$ cat src/rtl/prco_mem_arbiter_pkg.sv
// prco_mem_arbiter_pkg
//   Shared constants for the prco core's local-memory arbiter: default bus
//   widths, arbiter FSM state encodings, owner codes and the fixed-priority
//   pick with starvation override.
package prco_mem_arbiter_pkg;

    // Core-wide bus widths
    localparam int unsigned PRCO_ADDR_W = 16;
    localparam int unsigned PRCO_DATA_W = 16;

    // Statistics counter width
    localparam int unsigned PRCO_ARB_STAT_W = 16;

    typedef enum logic [1:0] {
        PRCO_ARB_S_IDLE = 2'd0,
        PRCO_ARB_S_BUSY = 2'd1,
        PRCO_ARB_S_RESP = 2'd2
    } prco_arb_state_e;

    typedef enum logic {
        PRCO_ARB_OWN_FETCH = 1'b0,
        PRCO_ARB_OWN_DATA  = 1'b1
    } prco_arb_owner_e;

    // Data has priority unless fetch has lost often enough to be forced through.
    // Only meaningful when at least one request is present.
    function automatic prco_arb_owner_e prco_arb_pick(input logic fetch_req,
                                                      input logic data_req,
                                                      input logic starve_full);
        prco_arb_owner_e owner;
        owner = PRCO_ARB_OWN_DATA;
        if (fetch_req && (!data_req || starve_full)) begin
            owner = PRCO_ARB_OWN_FETCH;
        end
        return owner;
    endfunction

endpackage

$ cat src/rtl/prco_sat_counter.sv
// prco_sat_counter
//   Up-counter that sticks at all-ones instead of wrapping. Clear has
//   priority over increment.
//   Ports:
//     i_clk    clock, posedge
//     i_reset  asynchronous active-high reset, clears the count
//     i_clr    synchronous clear
//     i_inc    increment request
//     q_count  current count
module prco_sat_counter
    import prco_mem_arbiter_pkg::*;
#(
    parameter int unsigned WIDTH = PRCO_ARB_STAT_W
) (
    input  logic             i_clk,
    input  logic             i_reset,
    input  logic             i_clr,
    input  logic             i_inc,
    output logic [WIDTH-1:0] q_count
);

    logic [WIDTH-1:0] count_q;
    logic [WIDTH-1:0] count_d;

    always_comb begin
        count_d = count_q;
        if (i_clr) begin
            count_d = '0;
        end else if (i_inc && (count_q != {WIDTH{1'b1}})) begin
            count_d = count_q + WIDTH'(1);
        end
    end

    always_ff @(posedge i_clk or posedge i_reset) begin
        if (i_reset) begin
            count_q <= '0;
        end else begin
            count_q <= count_d;
        end
    end

    assign q_count = count_q;

endmodule

$ cat src/rtl/prco_mem_arbiter.sv
// prco_mem_arbiter
//   Single-port arbiter/sequencer for the shared local memory. Instruction
//   fetch (read-only) and the ALU data path (load/store) request with a
//   level req held until a one-cycle ack. One transaction is in flight at a
//   time; data wins ties unless fetch has lost FETCH_STARVE_MAX times in a
//   row. Ack arrives MEM_LATENCY + 1 cycles after the grant edge, and the
//   edge closing the ack cycle can grant the next transaction.
//
//   Optional build macro PRCO_ARB_STATS_EN: enables the saturating grant and
//   stall statistics counters; when undefined the stat ports read 0.
//
//   Ports:
//     i_clk, i_reset                clock / async active-high reset
//     i_fetch_req, i_fetch_addr     fetch request and pc
//     q_fetch_ack                   fetch done, q_rdata valid
//     i_data_req, i_data_we,        data request, store select,
//     i_data_addr, i_data_wdata     address and store data
//     q_data_ack                    load data valid / store done
//     q_rdata                       last captured read data
//     q_mem_addr, q_mem_we,         registered memory address, write enable
//     q_mem_dina, i_mem_douta       and write data; memory read data
//     q_busy                        transaction in flight
//     q_stat_fetch, q_stat_data,    grant counts and stalled-request cycles
//     q_stat_stall
module prco_mem_arbiter
    import prco_mem_arbiter_pkg::*;
#(
    parameter int unsigned ADDR_W           = PRCO_ADDR_W,
    parameter int unsigned DATA_W           = PRCO_DATA_W,
    parameter int unsigned MEM_LATENCY      = 1,
    parameter int unsigned FETCH_STARVE_MAX = 4
) (
    input  logic                       i_clk,
    input  logic                       i_reset,
    input  logic                       i_fetch_req,
    input  logic [ADDR_W-1:0]          i_fetch_addr,
    output logic                       q_fetch_ack,
    input  logic                       i_data_req,
    input  logic                       i_data_we,
    input  logic [ADDR_W-1:0]          i_data_addr,
    input  logic [DATA_W-1:0]          i_data_wdata,
    output logic                       q_data_ack,
    output logic [DATA_W-1:0]          q_rdata,
    output logic [ADDR_W-1:0]          q_mem_addr,
    output logic                       q_mem_we,
    output logic [DATA_W-1:0]          q_mem_dina,
    input  logic [DATA_W-1:0]          i_mem_douta,
    output logic                       q_busy,
    output logic [PRCO_ARB_STAT_W-1:0] q_stat_fetch,
    output logic [PRCO_ARB_STAT_W-1:0] q_stat_data,
    output logic [PRCO_ARB_STAT_W-1:0] q_stat_stall
);

    localparam int unsigned LAT_W    = 3;  // MEM_LATENCY <= 7
    localparam int unsigned STARVE_W = 4;  // FETCH_STARVE_MAX <= 15

    prco_arb_state_e   state_q, state_d;
    prco_arb_owner_e   owner_q, owner_d;
    logic [LAT_W-1:0]  lat_q, lat_d;
    logic              store_q, store_d;
    logic [ADDR_W-1:0] addr_q, addr_d;
    logic              we_q, we_d;
    logic [DATA_W-1:0] dina_q, dina_d;
    logic [DATA_W-1:0] rdata_q, rdata_d;
    logic              fetch_ack_q, fetch_ack_d;
    logic              data_ack_q, data_ack_d;

    // Arbitration
    logic                arb_open;
    logic                grant;
    logic                grant_fetch;
    logic                grant_data;
    logic                starve_full;
    logic                starve_inc;
    logic                starve_clr;
    logic [STARVE_W-1:0] starve_cnt;
    prco_arb_owner_e     winner;

    // The ack cycle (S_RESP) arbitrates too, so back-to-back transactions
    // take MEM_LATENCY + 2 cycles each.
    assign arb_open    = (state_q == PRCO_ARB_S_IDLE) || (state_q == PRCO_ARB_S_RESP);
    assign starve_full = (starve_cnt >= STARVE_W'(FETCH_STARVE_MAX));
    assign winner      = prco_arb_pick(i_fetch_req, i_data_req, starve_full);
    assign grant       = arb_open && (i_fetch_req || i_data_req);
    assign grant_fetch = grant && (winner == PRCO_ARB_OWN_FETCH);
    assign grant_data  = grant && (winner == PRCO_ARB_OWN_DATA);

    // Only a contested data win counts as a fetch loss.
    assign starve_inc  = grant_data && i_fetch_req;
    assign starve_clr  = grant_fetch;

    prco_sat_counter #(
        .WIDTH (STARVE_W)
    ) u_starve (
        .i_clk   (i_clk),
        .i_reset (i_reset),
        .i_clr   (starve_clr),
        .i_inc   (starve_inc),
        .q_count (starve_cnt)
    );

    // Next-state logic
    always_comb begin
        state_d     = state_q;
        owner_d     = owner_q;
        lat_d       = lat_q;
        store_d     = store_q;
        addr_d      = addr_q;
        we_d        = 1'b0;  // a store drives we for the grant cycle only
        dina_d      = dina_q;
        rdata_d     = rdata_q;
        fetch_ack_d = 1'b0;
        data_ack_d  = 1'b0;

        case (state_q)
            PRCO_ARB_S_IDLE, PRCO_ARB_S_RESP: begin
                state_d = PRCO_ARB_S_IDLE;
                if (grant) begin
                    state_d = PRCO_ARB_S_BUSY;
                    lat_d   = LAT_W'(MEM_LATENCY);
                    if (grant_data) begin
                        owner_d = PRCO_ARB_OWN_DATA;
                        addr_d  = i_data_addr;
                        dina_d  = i_data_wdata;
                        we_d    = i_data_we;
                        store_d = i_data_we;
                    end else begin
                        owner_d = PRCO_ARB_OWN_FETCH;
                        addr_d  = i_fetch_addr;
                        store_d = 1'b0;
                    end
                end
            end

            PRCO_ARB_S_BUSY: begin
                if (lat_q == '0) begin
                    // Read data has been valid for this cycle; register it
                    // together with the ack so both appear in S_RESP.
                    state_d = PRCO_ARB_S_RESP;
                    if (!store_q) begin
                        rdata_d = i_mem_douta;
                    end
                    fetch_ack_d = (owner_q == PRCO_ARB_OWN_FETCH);
                    data_ack_d  = (owner_q == PRCO_ARB_OWN_DATA);
                end else begin
                    lat_d = lat_q - LAT_W'(1);
                end
            end

            default: begin
                state_d = PRCO_ARB_S_IDLE;
            end
        endcase
    end

    always_ff @(posedge i_clk or posedge i_reset) begin
        if (i_reset) begin
            state_q     <= PRCO_ARB_S_IDLE;
            owner_q     <= PRCO_ARB_OWN_FETCH;
            lat_q       <= '0;
            store_q     <= 1'b0;
            addr_q      <= '0;
            we_q        <= 1'b0;
            dina_q      <= '0;
            rdata_q     <= '0;
            fetch_ack_q <= 1'b0;
            data_ack_q  <= 1'b0;
        end else begin
            state_q     <= state_d;
            owner_q     <= owner_d;
            lat_q       <= lat_d;
            store_q     <= store_d;
            addr_q      <= addr_d;
            we_q        <= we_d;
            dina_q      <= dina_d;
            rdata_q     <= rdata_d;
            fetch_ack_q <= fetch_ack_d;
            data_ack_q  <= data_ack_d;
        end
    end

    assign q_fetch_ack = fetch_ack_q;
    assign q_data_ack  = data_ack_q;
    assign q_rdata     = rdata_q;
    assign q_mem_addr  = addr_q;
    assign q_mem_we    = we_q;
    assign q_mem_dina  = dina_q;
    assign q_busy      = (state_q != PRCO_ARB_S_IDLE);

`ifdef PRCO_ARB_STATS_EN
    logic fetch_owned;
    logic data_owned;
    logic stall_inc;

    assign fetch_owned = q_busy && (owner_q == PRCO_ARB_OWN_FETCH);
    assign data_owned  = q_busy && (owner_q == PRCO_ARB_OWN_DATA);
    // One count per cycle even if both requesters are waiting.
    assign stall_inc   = (i_fetch_req && !fetch_owned && !grant_fetch) ||
                         (i_data_req && !data_owned && !grant_data);

    prco_sat_counter #(
        .WIDTH (PRCO_ARB_STAT_W)
    ) u_stat_fetch (
        .i_clk   (i_clk),
        .i_reset (i_reset),
        .i_clr   (1'b0),
        .i_inc   (grant_fetch),
        .q_count (q_stat_fetch)
    );

    prco_sat_counter #(
        .WIDTH (PRCO_ARB_STAT_W)
    ) u_stat_data (
        .i_clk   (i_clk),
        .i_reset (i_reset),
        .i_clr   (1'b0),
        .i_inc   (grant_data),
        .q_count (q_stat_data)
    );

    prco_sat_counter #(
        .WIDTH (PRCO_ARB_STAT_W)
    ) u_stat_stall (
        .i_clk   (i_clk),
        .i_reset (i_reset),
        .i_clr   (1'b0),
        .i_inc   (stall_inc),
        .q_count (q_stat_stall)
    );
`else
    assign q_stat_fetch = '0;
    assign q_stat_data  = '0;
    assign q_stat_stall = '0;
`endif

    // Only one owner exists, so two acks together means corrupted state.
    assert property (@(posedge i_clk) disable iff (i_reset) !(q_fetch_ack && q_data_ack));

endmodule
$ cat config.mk
export PLATFORM = sky130hd
export DESIGN_NAME = prco_mem_arbiter
export DESIGN_NICKNAME = d
export VERILOG_FILES = /design/src/rtl/prco_mem_arbiter_pkg.sv /design/src/rtl/prco_sat_counter.sv /design/src/rtl/prco_mem_arbiter.sv
export SDC_FILE = /design/constraint.sdc
export NUM_CORES = 1
export LEC_CHECK = 0
export BUFFER_PORTS_ARGS = -buffer_cell sky130_fd_sc_hd__buf_2
export CAP_MARGIN = 20
export CELL_PAD_IN_SITES_DETAIL_PLACEMENT = 1
export CELL_PAD_IN_SITES_GLOBAL_PLACEMENT = 2
export CORE_MARGIN = 2
export CORE_UTILIZATION = 28
export DETAILED_ROUTE_END_ITERATION = 8
export GPL_ROUTABILITY_DRIVEN = 0
export PLACE_DENSITY_LB_ADDON = 0.1
export SYNTH_ARGS = -nofsm -noshare
export SYNTH_HDL_FRONTEND = slang
export SYNTH_HIERARCHICAL = 1
export SYNTH_SLANG_ARGS = --single-unit
$ cat constraint.sdc
create_clock -name i_clk -period 3.05 [get_ports i_clk]
set_input_delay 0 -clock i_clk [delete_from_list [all_inputs] [get_ports i_clk]]
set_output_delay 0 -clock i_clk [all_outputs]
set_load 0.01 [all_outputs]
======== Yosys cells after proc, flatten, opt, wreduce, memory -nomap -nowiden ========
Index checks and enable logic that the tools add are counted.
word-level totals
  input port bits ......................... 69
  output and inout bits ................... 100
  flip-flop bits (word level) ............. 62
  word-level logic and storage cells ...... 60
cells by class
  $add $sub $neg .......................... 2
  bitwise logic cells ..................... 2
  eq/ne operators ......................... 6
  multiplexer cells ....................... 18
  order comparisons ....................... 1
  reductions and logical operators ........ 20
operator list
  operator               count
  $mux W16               1
  $mux W1                10
  $reduce_and A3 Y1      3
  $mux W4                2
  $logic_and A1 B1 Y1    6
  $mux W3                2
  $ne A2 B2 Y1 const B   3
  $pmux W3 S2            1
  $reduce_bool A2 Y1     3
  $add A4 B1 Y4 const B  1
  $ge A4 B3 Y1 const B   1
  $ne A4 B4 Y1 const B   1
  $pmux W2 S2            1
  $logic_not A3 Y1       1
  $logic_or A1 B1 Y1     3
  $sub A3 B1 Y3 const B  1
  $eq A2 B1 Y1 const B   1
  $eq A2 B2 Y1 const B   1
  $logic_not A2 Y1       1
  $mux W2                1
  $not A1 Y1             2
  $reduce_and A2 Y1      1
  $reduce_or A2 Y1       1
  $logic_not A1 Y1       1

======== Longest topological paths before layout ========
  depth after elaboration ................. 9
  depth in mapped cells ................... 7
  mapped depth without buffers ............ 6

======== Cells and area by module ========
Netlist, hierarchy kept.
modules (own cells, without submodules)
  module            cells each  sequential area each (sq um)  instances  area an instance (sq um)
  prco_mem_arbiter  240         1451.4                        1          2830.2
  prco_sat_counter  21          100.1                         1          230.2

======== Worst setup path before layout ========
OpenSTA, ideal clock, no wires.
  kind .................................... register to register
  from .................................... register u_starve.count_q[3], in the netlist u_starve/q_count[3]
  to ...................................... register u_starve.count_q[0], in the netlist u_starve/q_count[0]
  buffers on the path ..................... 2
  data required time ...................... 2.925 ns
  arrival ................................. 1.958 ns
  cell stages (with the launch flop) ...... 8
  period minus slack after synthesis ...... 2.083 ns
  path slack .............................. 0.967 ns
  library setup time ...................... 0.125 ns
  path through ............................ dfrtp_1 or3b_1 buf_6 clkbuf_1 nor3_1 inv_1 a31oi_4 mux2_4
between the ends
  longest elaborated chain between the ends .. 8
  elaborated cells between the ends (all ways) .. 11
  classes of those cells .................. 1 x order compare; 1 x eq/ne; 2 x mux; 7 x reduce/logical
RTL lines
  what                                 line                        RTL
  start, declared                      prco_sat_counter.sv:22      logic [WIDTH-1:0] count_q;
  start signal, assigned               prco_sat_counter.sv:38      count_q <= count_d;
  $ge A4 B3 Y1                         prco_mem_arbiter.sv:82      assign starve_full = (starve_cnt >= STARVE_W'(FETCH_STARVE_MAX));
  $logic_or A1 B1 Y1                   prco_mem_arbiter_pkg.sv:32  if (fetch_req && (!data_req || starve_full)) begin
  $logic_and A1 B1 Y1                  prco_mem_arbiter_pkg.sv:32
  $mux W1                              prco_mem_arbiter_pkg.sv:32
  $logic_and A1 B1 Y1                  prco_mem_arbiter.sv:86      assign grant_data = grant && (winner == PRCO_ARB_OWN_DATA);
  $logic_and A1 B1 Y1                  prco_mem_arbiter.sv:89      assign starve_inc = grant_data && i_fetch_req;
  net starve_inc                       prco_mem_arbiter.sv:74      logic starve_inc;
  $logic_and A1 B1 Y1                  prco_sat_counter.sv:29      end else if (i_inc && (count_q != {WIDTH{1'b1}})) begin
  $reduce_bool A2 Y1 (no source line)  -
The timed path passes the listed nets, and every way through them passes these cells.
A chain may end at the register's enable or synchronous reset.

======== Worst setup path after layout ========
  from .................................... register u_starve.count_q[2], in the netlist u_starve/q_count[2]
  to ...................................... register addr_q[5], in the netlist q_mem_addr[5]
between the ends
  longest elaborated chain between the ends .. 6
RTL lines
  what                  line                        RTL
  $ge A4 B3 Y1          prco_mem_arbiter.sv:82
  $logic_or A1 B1 Y1    prco_mem_arbiter_pkg.sv:32
  $logic_and A1 B1 Y1   prco_mem_arbiter_pkg.sv:32
  $mux W1               prco_mem_arbiter_pkg.sv:32
  $logic_and A1 B1 Y1   prco_mem_arbiter.sv:86
  $mux W16              prco_mem_arbiter.sv:121     if (grant_data) begin
  end signal, assigned  prco_mem_arbiter.sv:173     addr_q <= addr_d;
  end, declared         prco_mem_arbiter.sv:61      logic [ADDR_W-1:0] addr_q, addr_d;
Every way passes these cells.

==> impl_results.md <==
* Via count at 2,482
* Die Y at 108.5 µm
* Max rail drop VDD at 0.2545 mV
* Main synth FF type: dfrtp_1
* Io pins at 169
* Distinct cell type count after synthesis at 40
* Die area at 0.01178 mm²
* CP Launch Type: flip-flop
* Leakage at 2.226 nW
* CP Buf/Inv Count at 2
* H-tree Lvls at 3
* Yosys reg bits at 62
* Class of the worst hold path: in -> async
* Worst path top cell family by delay: compound AO/OA/AOI/OAI gates
* EDFF count, synth at 0
* Ys async rst share at 100.0%
* RSZ-0062 raised after global routing: no
* Core box area at 0.01075 mm²
* Die width at 108.5 µm
* Slowest stage delay, CP at 0.69 ns
* Worst r2r src: u_starve/q_count[2]
* Seq/Total Area, Yosys at 50.70%
* Vias in the first global route at 2,570
* Worst-margin pin slew at 0.9348 ns
* Slew Limit Fails at 0
* Depth of the most critical reg-to-reg path at 5
* Layout area overhead at 46.40%
* Initial antenna violation count at 0
* Setup Skew at 0.01191 ns
* CP arrival at 3.06 ns
* Critical path's slowest cell: a21oi_4
* Yosys warning total at 6
* Routed wire length at 8037 µm
* Max Clock Freq at 0.3569 GHz
* DR iter-0 viols at 106
* Reg clk slew, reported paths at 0.07 ns
* Power Density at 880.2 mW/mm²
* HPWL after DPL at 5291 µm
* Critical path fanouts, max at 17
* Total global-route track usage at 13.74%
* NumNets Final at 520
* Largest net degree at the start of global routing at 38
* Worst path depth at 5
* Mapped Area at 0.003060 mm²
* Wire length per cell at 13.58 µm
* Most common cell in the synthesized netlist: dfrtp_1
* Total gr overflow at 0
* Fin. Hold Viols at 0
* Synth area leaders: dfrtp_1 51%, buf_4 12%, mux2_2 6.3%, mux2_4 5.4%, nand2_1 3.2%
* Crit-path cells: or3b_1 > a21oi_4 > buf_4 > a221o_1 > dlygate4sd3_1
* # rows at 38
* Filler cell count in the final layout at 1,246
* Via density at 4.193
* CTS max path bufs at 2
* Root Buffer Master: clkbuf_8
* WHS at 0.1028 ns
* Initial Util at 28.48%
* Flop2flop setup slack at 0.25 ns
* Final worst path period share at 91.87%
* Skew-Pair Late Insertion Delay at 0.33 ns
* Remaining DRCs at 0
* Synth area leader: dfrtp_1
* First-pass GRT wire length at 12,500 µm
* CTS Buf Count at 9
* Status: finished clean
* Top cell type's share of synthesized area at 50.70%
* Critical Path Sink Type: flip-flop
* MaxCap Viol Count at 0
* Antenna cells at 0
* Detail Route Antenna Nets at 0
* # clock sinks at 62
* Share of cells above drive strength 1 at 38.72%
* Most instantiated cells after synthesis: 62 x dfrtp_1, 48 x buf_4, 26 x nand2_1
* Post-CTS setup buffers at 0
* CTS tree: done
* Crit path time final at 2.802 ns
* IO Port Bufs at 120
* Setup CP Type: reg -> reg
* Final setup fails at 0
* Worst slew margin at 37.64%
* Final setup TNS at 0 ns
* Worst r2r dst: q_mem_addr[5]
* First-pass iteration count of the detailed router at 4
* Mapped Cells at 261
* Syn avg cell area at 11.73 µm²
* Req. time, crit path at 3.31 ns
stage by stage:
| step | instances | total power [mW] | util, % | instance area [µm²] | setup WS [ns] |
|---|---|---|---|---|---|
| global route | 592 | 4.254 | 41.70 | 4481 | 0.08163 |
| global placement | 511 | 2.913 | 33.49 | 3598 | 0.7679 |
| CTS | 592 | 3.999 | 41.70 | 4481 | 0.2035 |
| floorplan | 308 | 2.438 | - | 3237 | 0.9668 |
| finish | 592 | 3.944 | 41.70 | 4481 | 0.2481 |
| detailed placement | 511 | 2.949 | 33.49 | 3598 | 0.7117 |
kinds of logic (layout without fill, tap and decap cells):
group | after synthesis | in the layout | share of synthesized area [%]
AO/OA/AOI/OAI | 27 | 27 | 7.727
buffers and inverters | 70 | 214 | 15.49
AND/OR/NAND/NOR | 64 | 64 | 10.92
other | 1 | 48 | 0.1225
flip-flops | 62 | 62 | 50.70
adder cells (fa/ha/maj) | 3 | 3 | 1.227
multiplexers | 34 | 34 | 13.82
timing repair:
action	CTS	global route
endpoints found under the setup margin	0	0
endpoints found under the hold margin	90	0
hold buffers	66	0
gates resized for setup	0	0
flip-flops by register name (all words and copies together) (netlist names), 2 cells and up:
signal / flops
lat_q: 3
q_mem_dina: 16
state_q: 2
q_mem_addr: 16
u_starve/q_count: 4
q_rdata: 16
power breakdown:
part,internal (mW),leakage [nW],switching (mW)
clock,0.498,0.115,0.307
combinational,0.920,1.35,0.800
sequential,1.21,0.758,0.208
metal layers:
metal	track usage (%)	vias to the layer above	wire length, µm
met5	0	-	0
met4	5.769	0	127
met3	2.471	9	469
met2	24.46	90	4175
met1	16.18	1210	3263
li1	-	1173	-
area by class of cell:
type | count | area (µm²) | area share [%]
clock buffer | 11 | 151.4 | 3.379
sequential | 62 | 1551 | 34.63
tap | 140 | 175.2 | 3.910
inverter | 10 | 37.54 | 0.8378
timing repair buffer | 189 | 1284 | 28.65
multi-input combinational | 176 | 1211 | 27.03
clock inverter | 4 | 70.07 | 1.564
worst max-delay path by stage:
stage	from	end
floorplan	u_starve/q_count[3]	u_starve/q_count[0]
detailed placement	u_starve/q_count[2]	q_mem_dina[14]
CTS	u_starve/q_count[2]	q_mem_addr[4]
finish	u_starve/q_count[2]	q_mem_addr[5]
global route	u_starve/q_count[2]	q_mem_addr[5]
global placement	u_starve/q_count[2]	q_mem_dina[14]
cell usage in the layout, fill, tap and decap left out, drive strengths merged:
cell           n
dfrtp         62
and4           1
nand3b         1
nor3           4
mux2          33
nor2b          1
clkbuf        11
nand4         13
bufinv         2
nand2         26
o21bai         1
mux2i          1
a221o          4
clkinv         2
inv           10
ha             3
and2           6
o211ai        12
nand2b         2
a31oi          1
a21oi          3
buf          123
o21ba          1
dlygate4sd3   66
or3b           2
a211oi         1
nor3b          2
or2            1
a21o           1
conb          48
nor2           5
o2bb2ai        2
o21ai          1
worst min-delay path, delay by kind of cell:
kind / cells / cell delay, ns
buf+inv: 3 / 0.79
(Power assumes the default switching activity.)
